<file path="src/rtl/mem_access_unit.sv">
// MEM-stage data-memory access unit: req/gnt/rvalid handshake,
// store lane steering, load alignment/extension and pipeline stall.
// Params : ADDR_W (byte-address width), TIMEOUT (REQ/RESP abort limit, 0 = off)
// Ports  : clk, rst_n (async, active-high), memread_mem, memwrite_mem,
//          funct3_mem, alu_result_mem, store_data_mem -> data_mem,
//          stall_mem, bus_err_mem; dmem_req/we/addr/be/wdata <-> dmem_gnt,
//          dmem_rvalid, dmem_rdata.
// Option : `define MEM_MISALIGN_TRAP_EN adds misalign_exc and traps
//          misaligned accesses instead of forcing alignment.
module mem_access_unit #(
   parameter int ADDR_W  = 32,
   parameter int TIMEOUT = 255
) (
   input  logic              clk,
   input  logic              rst_n,
   input  logic              memread_mem,
   input  logic              memwrite_mem,
   input  logic [2:0]        funct3_mem,
   input  logic [31:0]       alu_result_mem,
   input  logic [31:0]       store_data_mem,
   output logic [31:0]       data_mem,
   output logic              stall_mem,
   output logic              bus_err_mem,
   output logic              dmem_req,
   output logic              dmem_we,
   output logic [ADDR_W-1:0] dmem_addr,
   output logic [3:0]        dmem_be,
   output logic [31:0]       dmem_wdata,
   input  logic              dmem_gnt,
   input  logic              dmem_rvalid,
   input  logic [31:0]       dmem_rdata
`ifdef MEM_MISALIGN_TRAP_EN
   ,
   output logic              misalign_exc
`endif
);

   localparam bit TO_EN = (TIMEOUT > 0);
   localparam int CNT_W = TO_EN ? $clog2(TIMEOUT + 1) : 1;

   typedef enum logic [1:0] {
      IDLE,
      REQ,
      RESP,
      DONE
   } state_t;

   state_t state_q, state_d;

   logic [CNT_W-1:0]  cnt_q;
   logic [ADDR_W-1:0] addr_q;
   logic [2:0]        f3_q;
   logic              we_q;
   logic [3:0]        be_q;
   logic [31:0]       wd_q;
   logic              berr_q;

   logic        access;
   logic        start;
   logic        is_b;
   logic        is_h;
   logic [1:0]  off;
   logic [1:0]  off_al;
   logic [3:0]  be_d;
   logic [31:0] wd_d;
   logic        to_hit;
   logic        abort;
   logic        load_done;
   logic        busy;
   logic [31:0] sh;
   logic [31:0] ext;

   assign access = memread_mem | memwrite_mem;
   assign off    = alu_result_mem[1:0];
   assign is_b   = (funct3_mem[1:0] == 2'b00);
   assign is_h   = (funct3_mem[1:0] == 2'b01);

   // Lane decode; the latched offset is the naturally aligned one so
   // misaligned halves/words collapse onto their containing lanes.
   always_comb begin
      off_al = 2'b00;
      be_d   = 4'b1111;
      wd_d   = store_data_mem;
      unique case (1'b1)
         is_b: begin
            off_al = off;
            be_d   = 4'b0001 << off;
            wd_d   = {4{store_data_mem[7:0]}};
         end
         is_h: begin
            off_al = {off[1], 1'b0};
            be_d   = off[1] ? 4'b1100 : 4'b0011;
            wd_d   = {2{store_data_mem[15:0]}};
         end
         default: begin
            off_al = 2'b00;
            be_d   = 4'b1111;
            wd_d   = store_data_mem;
         end
      endcase
   end

`ifdef MEM_MISALIGN_TRAP_EN
   logic misalign;
   assign misalign = (is_h & off[0]) |
                     (funct3_mem[1] & (off != 2'b00));
   assign start = access & ~misalign;
   assign misalign_exc = ~rst_n & (state_q == IDLE) &
                         access & misalign;
`else
   assign start = access;
`endif

   // Abort fires on the TIMEOUT-th cycle spent in REQ or RESP.
   assign to_hit = TO_EN && (cnt_q == CNT_W'(TIMEOUT - 1));

   always_comb begin
      state_d   = state_q;
      abort     = 1'b0;
      load_done = 1'b0;
      case (state_q)
         IDLE: begin
            if (start) state_d = REQ;
         end
         REQ: begin
            if (dmem_gnt) begin
               state_d = we_q ? DONE : RESP;
            end else if (to_hit) begin
               state_d = DONE;
               abort   = 1'b1;
            end
         end
         RESP: begin
            if (dmem_rvalid) begin
               state_d   = DONE;
               load_done = 1'b1;
            end else if (to_hit) begin
               state_d = DONE;
               abort   = 1'b1;
            end
         end
         DONE: begin
            state_d = IDLE;
         end
         default: begin
            state_d = IDLE;
         end
      endcase
   end

   always_ff @(posedge clk or posedge rst_n) begin
      if (rst_n) begin
         state_q <= IDLE;
         cnt_q   <= '0;
      end else begin
         state_q <= state_d;
         if (state_d != state_q) begin
            cnt_q <= '0;
         end else if (busy) begin
            cnt_q <= cnt_q + 1'b1;
         end else begin
            cnt_q <= '0;
         end
      end
   end

   always_ff @(posedge clk or posedge rst_n) begin
      if (rst_n) begin
         addr_q <= '0;
         f3_q   <= '0;
         we_q   <= 1'b0;
         be_q   <= '0;
         wd_q   <= '0;
      end else if ((state_q == IDLE) && start) begin
         addr_q <= {alu_result_mem[ADDR_W-1:2], off_al};
         f3_q   <= funct3_mem;
         we_q   <= memwrite_mem;
         be_q   <= be_d;
         wd_q   <= wd_d;
      end
   end

   assign sh = dmem_rdata >> {addr_q[1:0], 3'b000};

   always_comb begin
      ext = sh;
      case (f3_q)
         3'b000:  ext = {{24{sh[7]}}, sh[7:0]};
         3'b001:  ext = {{16{sh[15]}}, sh[15:0]};
         3'b100:  ext = {24'd0, sh[7:0]};
         3'b101:  ext = {16'd0, sh[15:0]};
         default: ext = sh;
      endcase
   end

   always_ff @(posedge clk or posedge rst_n) begin
      if (rst_n) begin
         data_mem <= '0;
         berr_q   <= 1'b0;
      end else begin
         berr_q <= abort;
         if (load_done) begin
            data_mem <= ext;
         end else if (abort) begin
            data_mem <= '0;
`ifdef MEM_MISALIGN_TRAP_EN
         end else if (misalign_exc) begin
            data_mem <= '0;
`endif
         end
      end
   end

   assign busy        = (state_q == REQ) | (state_q == RESP);
   assign stall_mem   = ~rst_n &
                        (busy | ((state_q == IDLE) & start));
   assign bus_err_mem = berr_q;
   assign dmem_req    = (state_q == REQ);
   assign dmem_we     = dmem_req & we_q;
   assign dmem_addr   = {addr_q[ADDR_W-1:2], 2'b00};
   assign dmem_be     = be_q;
   assign dmem_wdata  = wd_q;

endmodule

</file>
<file path="config.mk">
export PLATFORM = sky130hd
export DESIGN_NAME = mem_access_unit
export DESIGN_NICKNAME = d
export VERILOG_FILES = /design/src/rtl/mem_access_unit.sv
export SDC_FILE = /design/constraint.sdc
export NUM_CORES = 1
export LEC_CHECK = 0
export ABC_AREA = 1
export CAP_MARGIN = 20
export CORE_MARGIN = 4
export CORE_UTILIZATION = 25
export CTS_CLUSTER_SIZE = 30
export DETAILED_ROUTE_END_ITERATION = 8
export PLACE_DENSITY = 0.47
export SYNTH_ARGS = -nofsm -noshare
export SYNTH_HDL_FRONTEND = slang
export SYNTH_SLANG_ARGS = --single-unit
</file>
<file path="constraint.sdc">
create_clock -name clk -period 3.7 [get_ports clk]
set_input_delay 0.37 -clock clk [delete_from_list [all_inputs] [get_ports clk]]
set_output_delay 0.37 -clock clk [all_outputs]
set_load 0.01 [all_outputs]
</file>
==> impl_metrics.prom, run 1 <==
# TYPE chip_impl_metric gauge
chip_impl_info{name="result_of_the_run",value="finished, final reports clean"} 1
chip_impl_metric{name="dpl_cell_area",unit="sq um"} 7890
chip_impl_metric{name="die-width",unit="microns"} 160
chip_impl_metric{name="synthesis.yosys.warnings",unit=""} 0
chip_impl_metric{name="placement_rows",unit=""} 55
chip_impl_metric{name="place.port_buffers",unit=""} 206
chip_impl_metric{name="clk_latency",unit="ns"} 0.41
chip_impl_metric{name="worst_setup_skew_after_layout",unit="ns"} 0.0144
chip_impl_metric{name="core-area",unit="sq um"} 22700
chip_impl_metric{name="layout.cells.non_filler",unit=""} 1204
chip_impl_metric{name="clock_network_fraction_of_total_power",unit="%"} 23.5
chip_impl_info{name="clock_tree_from_tritoncts",value="built"} 1
chip_impl_metric{name="drv.max_cap_violation_count",unit=""} 0
chip_impl_metric{name="finish.utilization",unit="%"} 37.4
chip_impl_metric{name="numCtsBuffers",unit=""} 17
chip_impl_metric{name="maximum_fanout_encountered_on_the_critical_timing_path",unit=""} 23
chip_impl_metric{name="layout-drive-gt1-share",unit="%"} 5.98
chip_impl_metric{name="cts_resized",unit=""} 0
chip_impl_metric{name="clock_path_buffers",unit=""} 2
chip_impl_metric{name="ir_worst_vdd",unit="uV"} 305
chip_impl_info{name="hold_path_class",value="input pin to async pin"} 1
chip_impl_metric{name="total_non_filler_cell_area_in_the_finished_layout",unit="sq um"} 8500
chip_impl_metric{name="route.detailed.wl_per_inst",unit="microns"} 16.2
chip_impl_metric{name="detail-route-antenna-nets",unit=""} 0
chip_impl_metric{name="crit_arrival",unit="ns"} 2.31
chip_impl_metric{name="antenna_cells_inserted",unit=""} 0
chip_impl_metric{name="area.growth.synth_to_final",unit="%"} 46.6
chip_impl_metric{name="first_global_vias",unit=""} 5684
chip_impl_metric{name="seq_power_share",unit="%"} 30.0
chip_impl_metric{name="dp_hpwl",unit="microns"} 13600
chip_impl_info{name="synthFlopType",value="sky130_fd_sc_hd__dfrtp_1"} 1
chip_impl_metric{name="synthesis.area",unit="sq um"} 5790
chip_impl_metric{name="holdWs",unit="ns"} 0.467
chip_impl_metric{name="grt_pass1_wl",unit="microns"} 31300
chip_impl_metric{name="power.static_leakage",unit="nW"} 3.96
chip_impl_metric{name="switching_power",unit="mW"} 2.80
chip_impl_metric{name="setup_ws",unit="ns"} 1.02
chip_impl_metric{name="yosys_register_bits",unit=""} 115
chip_impl_info{name="rsz0062_at_grt",value="false"} 1
chip_impl_metric{name="finalCritPeriodShare",unit="%"} 72.4
chip_impl_metric{name="finalWorstPathRequiredPeriod",unit="ns"} 2.68
chip_impl_metric{name="fillCellCount",unit=""} 2398
chip_impl_metric{name="cts.sink_count",unit=""} 115
chip_impl_metric{name="final_hold_vios",unit=""} 0
chip_impl_info{name="critPathKind",value="register to output pin"} 1
chip_impl_metric{name="power.total",unit="mW"} 7.24
chip_impl_metric{name="p_int",unit="mW"} 4.44
chip_impl_metric{name="synth.yosys.seq_area_share",unit="%"} 49.7
chip_impl_metric{name="vias",unit=""} 5447
chip_impl_metric{name="grt_util_all_layers",unit="%"} 15.3
chip_impl_metric{name="routabilityCongestion",unit=""} 0.757
chip_impl_metric{name="setup_total_negative_slack",unit="ns"} 0
chip_impl_metric{name="vias_per_cell",unit=""} 4.52
chip_impl_metric{name="dr.pass1.iters",unit=""} 4
chip_impl_metric{name="setup_viol_count_final",unit=""} 0
chip_impl_metric{name="cts_max_level",unit=""} 4
chip_impl_metric{name="grt_antenna_before_repair",unit=""} 2
chip_impl_metric{name="cellPowerDensity",unit="nW/um^2"} 852
chip_impl_metric{name="numPlacedInstances",unit=""} 1173
chip_impl_metric{name="syn-instance-count",unit=""} 741
chip_impl_metric{name="slew_headroom",unit="%"} 49.9
chip_impl_metric{name="power.share.combinational",unit="%"} 46.6
chip_impl_metric{name="cts.hold.buffers_added",unit=""} 0
chip_impl_metric{name="drt-total-wl",unit="microns"} 19500
chip_impl_metric{name="max_clock_freq",unit="MHz"} 373
chip_impl_metric{name="overflow",unit=""} 0
chip_impl_metric{name="grt_start_max_net_pins",unit=""} 64
chip_impl_metric{name="dieHeight",unit="microns"} 160
chip_impl_info{name="endpoint_kind",value="output pin"} 1
chip_impl_metric{name="initial_cell_density_of_the_core",unit="%"} 25.5
chip_impl_metric{name="drc",unit=""} 0
chip_impl_metric{name="tightest_slew",unit="ns"} 0.752
chip_impl_metric{name="path_clk_slew",unit="ns"} 0.06
chip_impl_metric{name="drt_first_iter_violations",unit=""} 253
chip_impl_metric{name="die_area",unit="sq um"} 25700
chip_impl_metric{name="cts_setup_buffers",unit=""} 0
chip_impl_metric{name="synth-edff-count",unit=""} 0
chip_impl_metric{name="final_max_slew_viol_count",unit=""} 0
chip_impl_metric{name="ios",unit=""} 209
chip_impl_info{name="crit_path_start_kind",value="register"} 1
chip_impl_metric{name="avg_inst_size_synth",unit="sq um"} 7.82
chip_impl_metric{name="nets",unit=""} 1019
chip_impl_metric{name="async_flop_share",unit="%"} 100
chip_impl_info{name="clk_root_buffer_cell",value="sky130_fd_sc_hd__clkbuf_16"} 1
chip_impl_metric{name="power_switching_share",unit="%"} 38.7
chip_impl_metric{name="required",unit="ns"} 3.33
chip_impl_metric{name="yosys.cell_types.count",unit=""} 34
chip_impl_metric{name="place_worst_setup_slack",unit="ns"} 1.17
-- final timing paths --
path	cells after the start	start	to	slack, ns
max	5	state_q[0]	stall_mem	1.02
min in group clk	2	addr_q[27]	addr_q[27]	0.48
min reg2reg	2	addr_q[27]	addr_q[27]	0.48
max in group asynchronous	3	rst_n	dmem_wdata[20]	2.48
max reg2reg	7	state_q[0]	dmem_be[3]	1.34
min	2	rst_n	addr_q[3]	0.47
-- worst max-delay path, cell delays in order, from the launching register on --
cell and delay, ns:
sky130_fd_sc_hd__dfrtp_1 0.41, sky130_fd_sc_hd__inv_1 0.18, sky130_fd_sc_hd__ha_1 0.22, sky130_fd_sc_hd__nand2_2 0.30, sky130_fd_sc_hd__a21oi_1 0.23, sky130_fd_sc_hd__clkdlybuf4s50_1 0.56
-- layout by cell type (no fill, tap or decap), types with 3 or more instances in the layout --
master and instances:
sky130_fd_sc_hd__nand2_1 274, sky130_fd_sc_hd__clkdlybuf4s50_1 206, sky130_fd_sc_hd__dfrtp_1 115, sky130_fd_sc_hd__nor2_1 64, sky130_fd_sc_hd__a21oi_1 61, sky130_fd_sc_hd__nand3_1 57
sky130_fd_sc_hd__inv_1 24, sky130_fd_sc_hd__o21ai_0 21, sky130_fd_sc_hd__clkbuf_16 17, sky130_fd_sc_hd__a31oi_1 9, sky130_fd_sc_hd__buf_4 8, sky130_fd_sc_hd__clkinv_4 7
sky130_fd_sc_hd__ha_1 7, sky130_fd_sc_hd__a211o_1 6, sky130_fd_sc_hd__mux2i_1 6, sky130_fd_sc_hd__nand2_2 3, sky130_fd_sc_hd__or2_2 3, sky130_fd_sc_hd__bufinv_16 3
-- cells by family (layout without fill, tap and decap cells) --
| logic type | Yosys count | after routing | share of synthesized area, % |
|---|---|---|---|
| AO/OA/AOI/OAI | 102 | 102 | 9.61 |
| AND/OR/NAND/NOR | 409 | 409 | 28.7 |
| XOR/XNOR | 2 | 2 | 0.302 |
| flip-flops | 115 | 115 | 49.7 |
| buffers and inverters | 99 | 276 | 9.07 |
| other | 1 | 2 | 0.0647 |
| multiplexers | 6 | 6 | 1.04 |
| adder cells (fa/ha/maj) | 7 | 7 | 1.51 |
-- synth_stat cells, types with 2 or more instances --
cell / number / area share [%]
sky130_fd_sc_hd__or2_2: 3 / 0.32
sky130_fd_sc_hd__nand2_1: 274 / 18
sky130_fd_sc_hd__inv_2: 2 / 0.13
sky130_fd_sc_hd__nand3b_1: 2 / 0.26
sky130_fd_sc_hd__nand3_1: 57 / 4.9
sky130_fd_sc_hd__nor2_2: 2 / 0.22
sky130_fd_sc_hd__dfrtp_1: 115 / 50
sky130_fd_sc_hd__nor2_1: 64 / 4.1
sky130_fd_sc_hd__a211o_1: 6 / 0.91
sky130_fd_sc_hd__buf_1: 3 / 0.19
sky130_fd_sc_hd__inv_1: 25 / 1.6
sky130_fd_sc_hd__nand3_4: 2 / 0.60
sky130_fd_sc_hd__mux2i_1: 6 / 1.0
sky130_fd_sc_hd__buf_6: 2 / 0.39
sky130_fd_sc_hd__clkinv_1: 2 / 0.13
sky130_fd_sc_hd__clkbuf_1: 21 / 1.4
sky130_fd_sc_hd__a31oi_1: 9 / 0.97
sky130_fd_sc_hd__o21ai_0: 21 / 1.8
sky130_fd_sc_hd__ha_1: 7 / 1.5
sky130_fd_sc_hd__buf_4: 32 / 4.1
sky130_fd_sc_hd__buf_2: 11 / 0.95
sky130_fd_sc_hd__nand2_2: 3 / 0.32
sky130_fd_sc_hd__a21oi_1: 61 / 5.3
-- flip-flops by register name, summed over array words and instances (netlist names) --
name and cells:
addr_q 32, bus_err_mem 1, cnt_q 8, data_mem 32, dmem_be 4, dmem_wdata 32
f3_q 3, state_q 2, we_q 1
-- layout make-up --
type,count,area (sq um),area share [%]
Clock buffer,17,425,5.01
Multi-Input combinational cell,528,2390,28.2
Clock inverter,14,180,2.12
Sequential cell,115,2880,33.9
Tap cell,285,357,4.20
Timing Repair Buffer,215,2140,25.2
Inverter,30,120,1.41
-- routing by layer --
metal  part of all wire, %  vias up  track usage, %
met1                    45     2565            19.0
met3                   9.8       13            7.38
met4                  0.65        4            3.44
met2                    45      185            24.0
met5                  0.11        -               0
li1                      -     2680               -
-- power by group through the flow --
stage | Combinational (mW) | Clock (mW) | Sequential (mW)
CTS | 3.44 | 1.75 | 2.17
floorplan | 1.90 | 0 | 2.26
global placement | 3.42 | 0 | 2.18
finish | 3.37 | 1.70 | 2.17
detailed placement | 3.43 | 0 | 2.17
global route | 3.77 | 1.81 | 2.25
Power figures use the tool's default switching activity.
==> run 2: changes to the inputs <==
--- a/config.mk
+++ b/config.mk
@@ -11,7 +11,7 @@
 export CORE_UTILIZATION = 25
 export CTS_CLUSTER_SIZE = 30
 export DETAILED_ROUTE_END_ITERATION = 8
-export PLACE_DENSITY = 0.47
+export PLACE_DENSITY = 0.49
 export SYNTH_ARGS = -nofsm -noshare
 export SYNTH_HDL_FRONTEND = slang
 export SYNTH_SLANG_ARGS = --single-unit
==> constraint.sdc (replaced) <==
create_clock -name clk -period 2.31 [get_ports clk]
set_input_delay 0.231 -clock clk [delete_from_list [all_inputs] [get_ports clk]]
set_output_delay 0.231 -clock clk [all_outputs]
set_load 0.01 [all_outputs]
==> impl_metrics.prom, run 2 (synthesized netlist as in run 1, its figures left out) <==
# TYPE chip_impl_metric gauge
chip_impl_info{name="result_of_the_run",value="finished, final reports clean"} 1
chip_impl_metric{name="tightest_slew",unit="ns"} 0.553
chip_impl_metric{name="critical_path.max_stage_delay",unit="ns"} 0.54
chip_impl_info{name="worstPathCellList",value="inv_1 > ha_1 > nand2_1 > inv_1 > clkdlybuf4s50_1"} 1
chip_impl_metric{name="required",unit="ns"} 2.08
chip_impl_info{name="critPathKind",value="register to output pin"} 1
chip_impl_metric{name="power.share.combinational",unit="%"} 47.7
chip_impl_metric{name="final_hold_vios",unit=""} 0
chip_impl_metric{name="grt_util_all_layers",unit="%"} 15.0
chip_impl_metric{name="finalCritPeriodShare",unit="%"} 91.1
chip_impl_metric{name="r2r_cells",unit=""} 9
chip_impl_info{name="r2r_start",value="addr_q[0]"} 1
chip_impl_metric{name="antenna_cells_inserted",unit=""} 0
chip_impl_metric{name="power.static_leakage",unit="nW"} 3.99
chip_impl_metric{name="placement_rows",unit=""} 55
chip_impl_metric{name="p_int",unit="mW"} 7.02
chip_impl_info{name="cpMostUsedCell",value="sky130_fd_sc_hd__inv_1"} 1
chip_impl_info{name="worstReg2RegEnd",value="data_mem[25]"} 1
chip_impl_metric{name="detail-route-antenna-nets",unit=""} 0
chip_impl_metric{name="clock_network_fraction_of_total_power",unit="%"} 22.4
chip_impl_metric{name="drc",unit=""} 0
chip_impl_metric{name="final_max_slew_viol_count",unit=""} 0
chip_impl_metric{name="dr.pass1.iters",unit=""} 4
chip_impl_metric{name="slew_headroom",unit="%"} 63.1
chip_impl_metric{name="die_area",unit="sq um"} 25700
chip_impl_metric{name="area.growth.synth_to_final",unit="%"} 47.6
chip_impl_metric{name="routabilityCongestion",unit=""} 0.764
chip_impl_metric{name="numCtsBuffers",unit=""} 17
chip_impl_metric{name="cts.hold.buffers_added",unit=""} 0
chip_impl_metric{name="ir_worst_vdd",unit="uV"} 651
chip_impl_metric{name="finalWorstPathRequiredPeriod",unit="ns"} 2.10
chip_impl_metric{name="power.total",unit="mW"} 11.6
chip_impl_metric{name="cts_max_level",unit=""} 4
chip_impl_metric{name="setup_viol_count_final",unit=""} 0
chip_impl_metric{name="route.detailed.wl_per_inst",unit="microns"} 15.8
chip_impl_metric{name="drv.max_cap_violation_count",unit=""} 0
chip_impl_metric{name="place.port_buffers",unit=""} 206
chip_impl_metric{name="maximum_fanout_encountered_on_the_critical_timing_path",unit=""} 5
chip_impl_metric{name="clock_path_buffers",unit=""} 2
chip_impl_info{name="endpoint_kind",value="output pin"} 1
chip_impl_metric{name="drt-total-wl",unit="microns"} 19200
chip_impl_info{name="critPathTopFamily",value="buffers and inverters"} 1
chip_impl_metric{name="dieHeight",unit="microns"} 160
chip_impl_info{name="clk_root_buffer_cell",value="sky130_fd_sc_hd__clkbuf_16"} 1
chip_impl_metric{name="vias_per_cell",unit=""} 4.48
chip_impl_metric{name="crit_arrival",unit="ns"} 1.87
chip_impl_info{name="clock_tree_from_tritoncts",value="built"} 1
chip_impl_metric{name="die-width",unit="microns"} 160
chip_impl_metric{name="r2r_slack",unit="ns"} 0.48
chip_impl_metric{name="path_clk_slew",unit="ns"} 0.07
chip_impl_metric{name="setup_total_negative_slack",unit="ns"} 0
chip_impl_metric{name="max_clock_freq",unit="MHz"} 475
chip_impl_metric{name="first_global_vias",unit=""} 5713
chip_impl_metric{name="nets",unit=""} 1024
chip_impl_metric{name="core-area",unit="sq um"} 22700
chip_impl_metric{name="worst_setup_skew_after_layout",unit="ns"} 0.0108
chip_impl_metric{name="grt_antenna_before_repair",unit=""} 0
chip_impl_metric{name="cts.sink_count",unit=""} 115
chip_impl_metric{name="ios",unit=""} 209
chip_impl_metric{name="drt_first_iter_violations",unit=""} 186
chip_impl_info{name="slowest_stage",value="sky130_fd_sc_hd__clkdlybuf4s50_1"} 1
chip_impl_metric{name="initial_cell_density_of_the_core",unit="%"} 25.5
chip_impl_info{name="final_common_cell",value="sky130_fd_sc_hd__nand2_1"} 1
chip_impl_metric{name="power_switching_share",unit="%"} 39.3
chip_impl_info{name="final_cell_mix",value="sky130_fd_sc_hd__nand2_1, sky130_fd_sc_hd__clkdlybuf4s50_1, sky130_fd_sc_hd__dfrtp_1"} 1
chip_impl_metric{name="grt_pass1_wl",unit="microns"} 31000
chip_impl_metric{name="clk_latency",unit="ns"} 0.41
chip_impl_metric{name="critical_path.n_buffers_inverters",unit=""} 3
chip_impl_metric{name="vias",unit=""} 5422
chip_impl_metric{name="cellPowerDensity",unit="nW/um^2"} 1350
chip_impl_metric{name="switching_power",unit="mW"} 4.54
chip_impl_metric{name="seq_power_share",unit="%"} 30.0
chip_impl_metric{name="layout-drive-gt1-share",unit="%"} 6.81
chip_impl_metric{name="place_worst_setup_slack",unit="ns"} 0.259
chip_impl_info{name="hold_path_class",value="input pin to async pin"} 1
chip_impl_metric{name="setup_ws",unit="ns"} 0.206
chip_impl_metric{name="overflow",unit=""} 0
chip_impl_info{name="rsz0062_at_grt",value="false"} 1
chip_impl_metric{name="grt_start_max_net_pins",unit=""} 70
chip_impl_info{name="crit_path_start_kind",value="register"} 1
chip_impl_metric{name="dp_hpwl",unit="microns"} 13600
==> run 2: through the flow <==
stage	cells	area [sq um]	hold WS [ns]	util (%)
finish	1210	8550	0.231	37.7
global route	1210	8550	0.250	37.7
CTS	1209	8540	0.226	37.6
detailed placement	1176	7950	0.462	35.0
global placement	1176	7950	0.463	35.0
floorplan	742	5800	0.341	-
==> run 2: layout make-up <==
class	count	area, sq um
Fill cell	2414	14200
Sequential cell	115	2880
Multi-Input combinational cell	528	2410
Timing Repair Buffer	220	2220
Clock buffer	17	425
Tap cell	285	357
Clock inverter	15	144
Inverter	30	121
==> run 2: metal layers <==
metal  vias up  share of wire (%)  global-route usage [%]
met4         0               0.87                    3.25
li1       2684                  -                       -
met2       200                 44                    23.1
met5         -                  0                       0
met1      2524                 44                    18.7
met3        14                 11                    8.23
==> run 2: power by group through the flow <==
stage | Sequential, mW | Combinational [mW] | Clock [mW]
floorplan | 3.62 | 3.04 | 0
global placement | 3.49 | 5.53 | 0
detailed placement | 3.49 | 5.55 | 0
CTS | 3.48 | 5.61 | 2.65
global route | 3.59 | 6.18 | 2.75
finish | 3.47 | 5.51 | 2.58
==> run 2: repair_timing <==
item,in CTS,in global routing
pin swaps,0,0
setup buffers,1,1
resized for setup,3,1
endpoints found under the setup margin,1,1
endpoints found under the hold margin,0,0
==> run 2: worst max-delay path by stage <==
stage	slack, ns	endpoint	cells past startpoint	from
finish	0.21	dmem_we	5	state_q[1]
global route	0.09	dmem_we	5	state_q[1]
CTS	0.03	stall_mem	5	state_q[0]
detailed placement	0.26	stall_mem	5	state_q[0]
global placement	0.28	stall_mem	5	state_q[0]
floorplan	0.65	data_mem[10]	7	state_q[1]
==> run 2: worst register-to-register path, cell delays in order, from the launching register on <==
cell                       delay (ns)
sky130_fd_sc_hd__dfrtp_1         0.53
sky130_fd_sc_hd__clkinv_4        0.30
sky130_fd_sc_hd__nand2_2         0.13
sky130_fd_sc_hd__nand2_2         0.06
sky130_fd_sc_hd__nor2_1          0.11
sky130_fd_sc_hd__a21oi_2         0.07
sky130_fd_sc_hd__nand3_4         0.13
sky130_fd_sc_hd__nand3_4         0.22
sky130_fd_sc_hd__nand2_1         0.12
sky130_fd_sc_hd__nand2_1         0.05
==> run 3: changes to the inputs <==
--- a/config.mk
+++ b/config.mk
@@ -15,3 +15,4 @@
 export SYNTH_ARGS = -nofsm -noshare
 export SYNTH_HDL_FRONTEND = slang
 export SYNTH_SLANG_ARGS = --single-unit
+export TNS_END_PERCENT = 5
==> results of run 3 <==
The final DEF is identical to that of run 2; final timing and power are the same.
==> patch, RTL diff (settings of run 3) <==
The option `MEM_MISALIGN_TRAP_EN` is turned on by a define.
--- a/src/rtl/mem_access_unit.sv
+++ b/src/rtl/mem_access_unit.sv
@@ -9,2 +9,4 @@
 //          misaligned accesses instead of forcing alignment.
+`define MEM_MISALIGN_TRAP_EN
+
 module mem_access_unit #(
Check against the original RTL (old outputs only; new: misalign_exc): not equivalent (a bounded check fails within 4 cycles, from zero or initial values and one cycle with rst_n high).
==> patch against run 3 <==
  * Routed wire length is 4.4% higher
  * Setup slack worse by 0.075 ns
  * Sequential cell count unchanged
  * Total power down 4.1%
  * Synthesized area increased by 2.4%
  * Maximum frequency is 3.4% lower
  * Non-clock buffer count grew 7
  * Final area rose by 2.1%
  * Sequential power fell by 3%
==> patch: results (changes against run 3) <==
The number of design-rule violations left by the first detailed-router iteration was 278 (+49%). The wire length of the first global-routing pass came out at 31000 um (about the same). The number of library cell types mapped by synthesis is 36 (+5.9%). The worst-margin pin slew came out at 0.566 ns (+0.0128 ns). The setup slack at placement came out at 0.162 ns (-0.0968 ns).

The number of gates resized after CTS is 2 (-1). The number of I/O port buffers is 207 (+0.49%). The run finished with clean final reports. The arrival time reported for the critical path endpoint came out at 1.95 ns (+0.08 ns). The later pin in the worst-skew pair is clocked with a latency of roughly 0.42 ns. The average wire per cell in the routed design came to 15.7 um (-0.68%). The number of detailed-routing iterations run before antenna repair is 5 (+1). The switching part of the total power is 0.390 (-0.00297). The maximum cell stage delay along the critical path was 0.52 ns (-0.02 ns).

The final period demand of the worst path was 2.18 ns (+0.0747 ns). The met3 layer usage reported by global route came to 0.0736 (-0.00874). The via total after detailed routing was 5528 (+2.0%). The total global-route track usage was 0.151 (+0.000667). The number of instances in the placed design is 1240 (+5.4%).

The setup fix buffers added after clock tree synthesis came to 0 (-1). The maximum buffer depth of the clock tree came out at 2 (unchanged). The maximum vdd ir drop came out at 509 uV (-22%). The largest net degree at the start of global routing came to 69 (-1.4%).

After synthesis, the most frequently instantiated cells are sky130_fd_sc_hd__nand2_1 (313), sky130_fd_sc_hd__dfrtp_1 (115), sky130_fd_sc_hd__o21ai_0 (61). The number of nets in the final layout is 1052 (+2.7%). The met1 global-route usage is 0.197 (+0.0102).

The register-to-register path setup slack came out at 0.27 ns (-0.21 ns). The number of global-route vias before repair is 5485 (-4.0%). The gate count after technology mapping was 765 (+3.2%). The detailed placement HPWL came out at 14300 um (+5.1%). The worst-case clock skew came out at 0.0102 ns (-0.000546 ns). The worst hold slack across all endpoints came out at 0.337 ns (+0.107 ns).

The worst hold path belongs to the class in2reg. The met2 layer usage reported by global route came out at 0.228 (-0.00290). The leakage component of the power is 4.11 nW (+2.9%).

The layout cell share with drive strength beyond 1 is 0.0766 (+0.00849). The number of inserted filler cells in the final layout came out at 2508 (+3.9%).
[patch: cell types whose count changed in the layout (fill, tap and decap cells not counted), sizes merged, moves of 6 or more]
cell | before | now
a211o | 6 | 0
a21oi | 62 | 29
buf | 14 | 20
inv | 34 | 40
mux2i | 6 | 0
nand2 | 277 | 319
nand3 | 59 | 48
nor2 | 66 | 47
o21ai | 21 | 62
[patch: metal layers]
layer  share of wire  wire length, um
met1            0.45             9060
met5               0                0
met2            0.43             8680
met3            0.11             2110
met4          0.0086              172
[patch: worst register-to-register path, cell delays in order (launching register included)]
cell	delay, ns
sky130_fd_sc_hd__dfrtp_1	0.45
sky130_fd_sc_hd__inv_1	0.16
sky130_fd_sc_hd__ha_1	0.17
sky130_fd_sc_hd__inv_1	0.07
sky130_fd_sc_hd__nor2_1	0.14
sky130_fd_sc_hd__nand2_2	0.09
sky130_fd_sc_hd__buf_12	0.20
sky130_fd_sc_hd__inv_2	0.14
sky130_fd_sc_hd__buf_12	0.27
sky130_fd_sc_hd__nor2_1	0.09
sky130_fd_sc_hd__a41oi_1	0.17
[patch: path summary, 6_finish.rpt]
kind | endpoint | depth (start not counted) | from
worst max-delay path | dmem_we | 5 | state_q[1]
worst min register to register | addr_q[19] | 2 | addr_q[19]
min in group asynchronous | dmem_wdata[5] | 2 | rst_n
worst min-delay path | addr_q[26] | 3 | alu_result_mem[26]
worst max register to register | dmem_wdata[27] | 10 | state_q[1]
max in group asynchronous | dmem_wdata[9] | 3 | rst_n
[patch: layout make-up]
| class | count | area [sq um] | share of cell area |
|---|---|---|---|
| flip-flops and latches | 115 | 2880 | 0.329 |
| repair buffers | 227 | 2280 | 0.261 |
| inverters | 35 | 143 | 0.0163 |
| clock inverters | 14 | 143 | 0.0163 |
| clock buffers | 18 | 429 | 0.0491 |
| well taps | 319 | 399 | 0.0457 |
| multi-input cells | 544 | 2460 | 0.282 |
[patch: kinds of logic (layout without fill, tap and decap cells)]
kind of cell               after synthesis  after routing  share of synthesized area
and+or+nand+nor                        422            422                      0.293
DFF                                    115            115                      0.485
AOI/OAI and AO/OA                      111            111                      0.103
buffers and inverters                  107            294                      0.101
adders and majority gates                7              7                     0.0148
xor gates and xnor gates                 2              2                    0.00295
other                                    1              2                   0.000632
[patch: power groups by stage]
| stage | sequential, mW | combinational, mW | clock [mW] |
|---|---|---|---|
| finish | 3.36 | 5.15 | 2.58 |
| global route | 3.48 | 5.71 | 2.75 |
| CTS | 3.37 | 5.24 | 2.65 |
| detailed placement | 3.38 | 5.23 | 0 |
| global placement | 3.39 | 5.21 | 0 |
| floorplan | 3.51 | 2.84 | 0 |
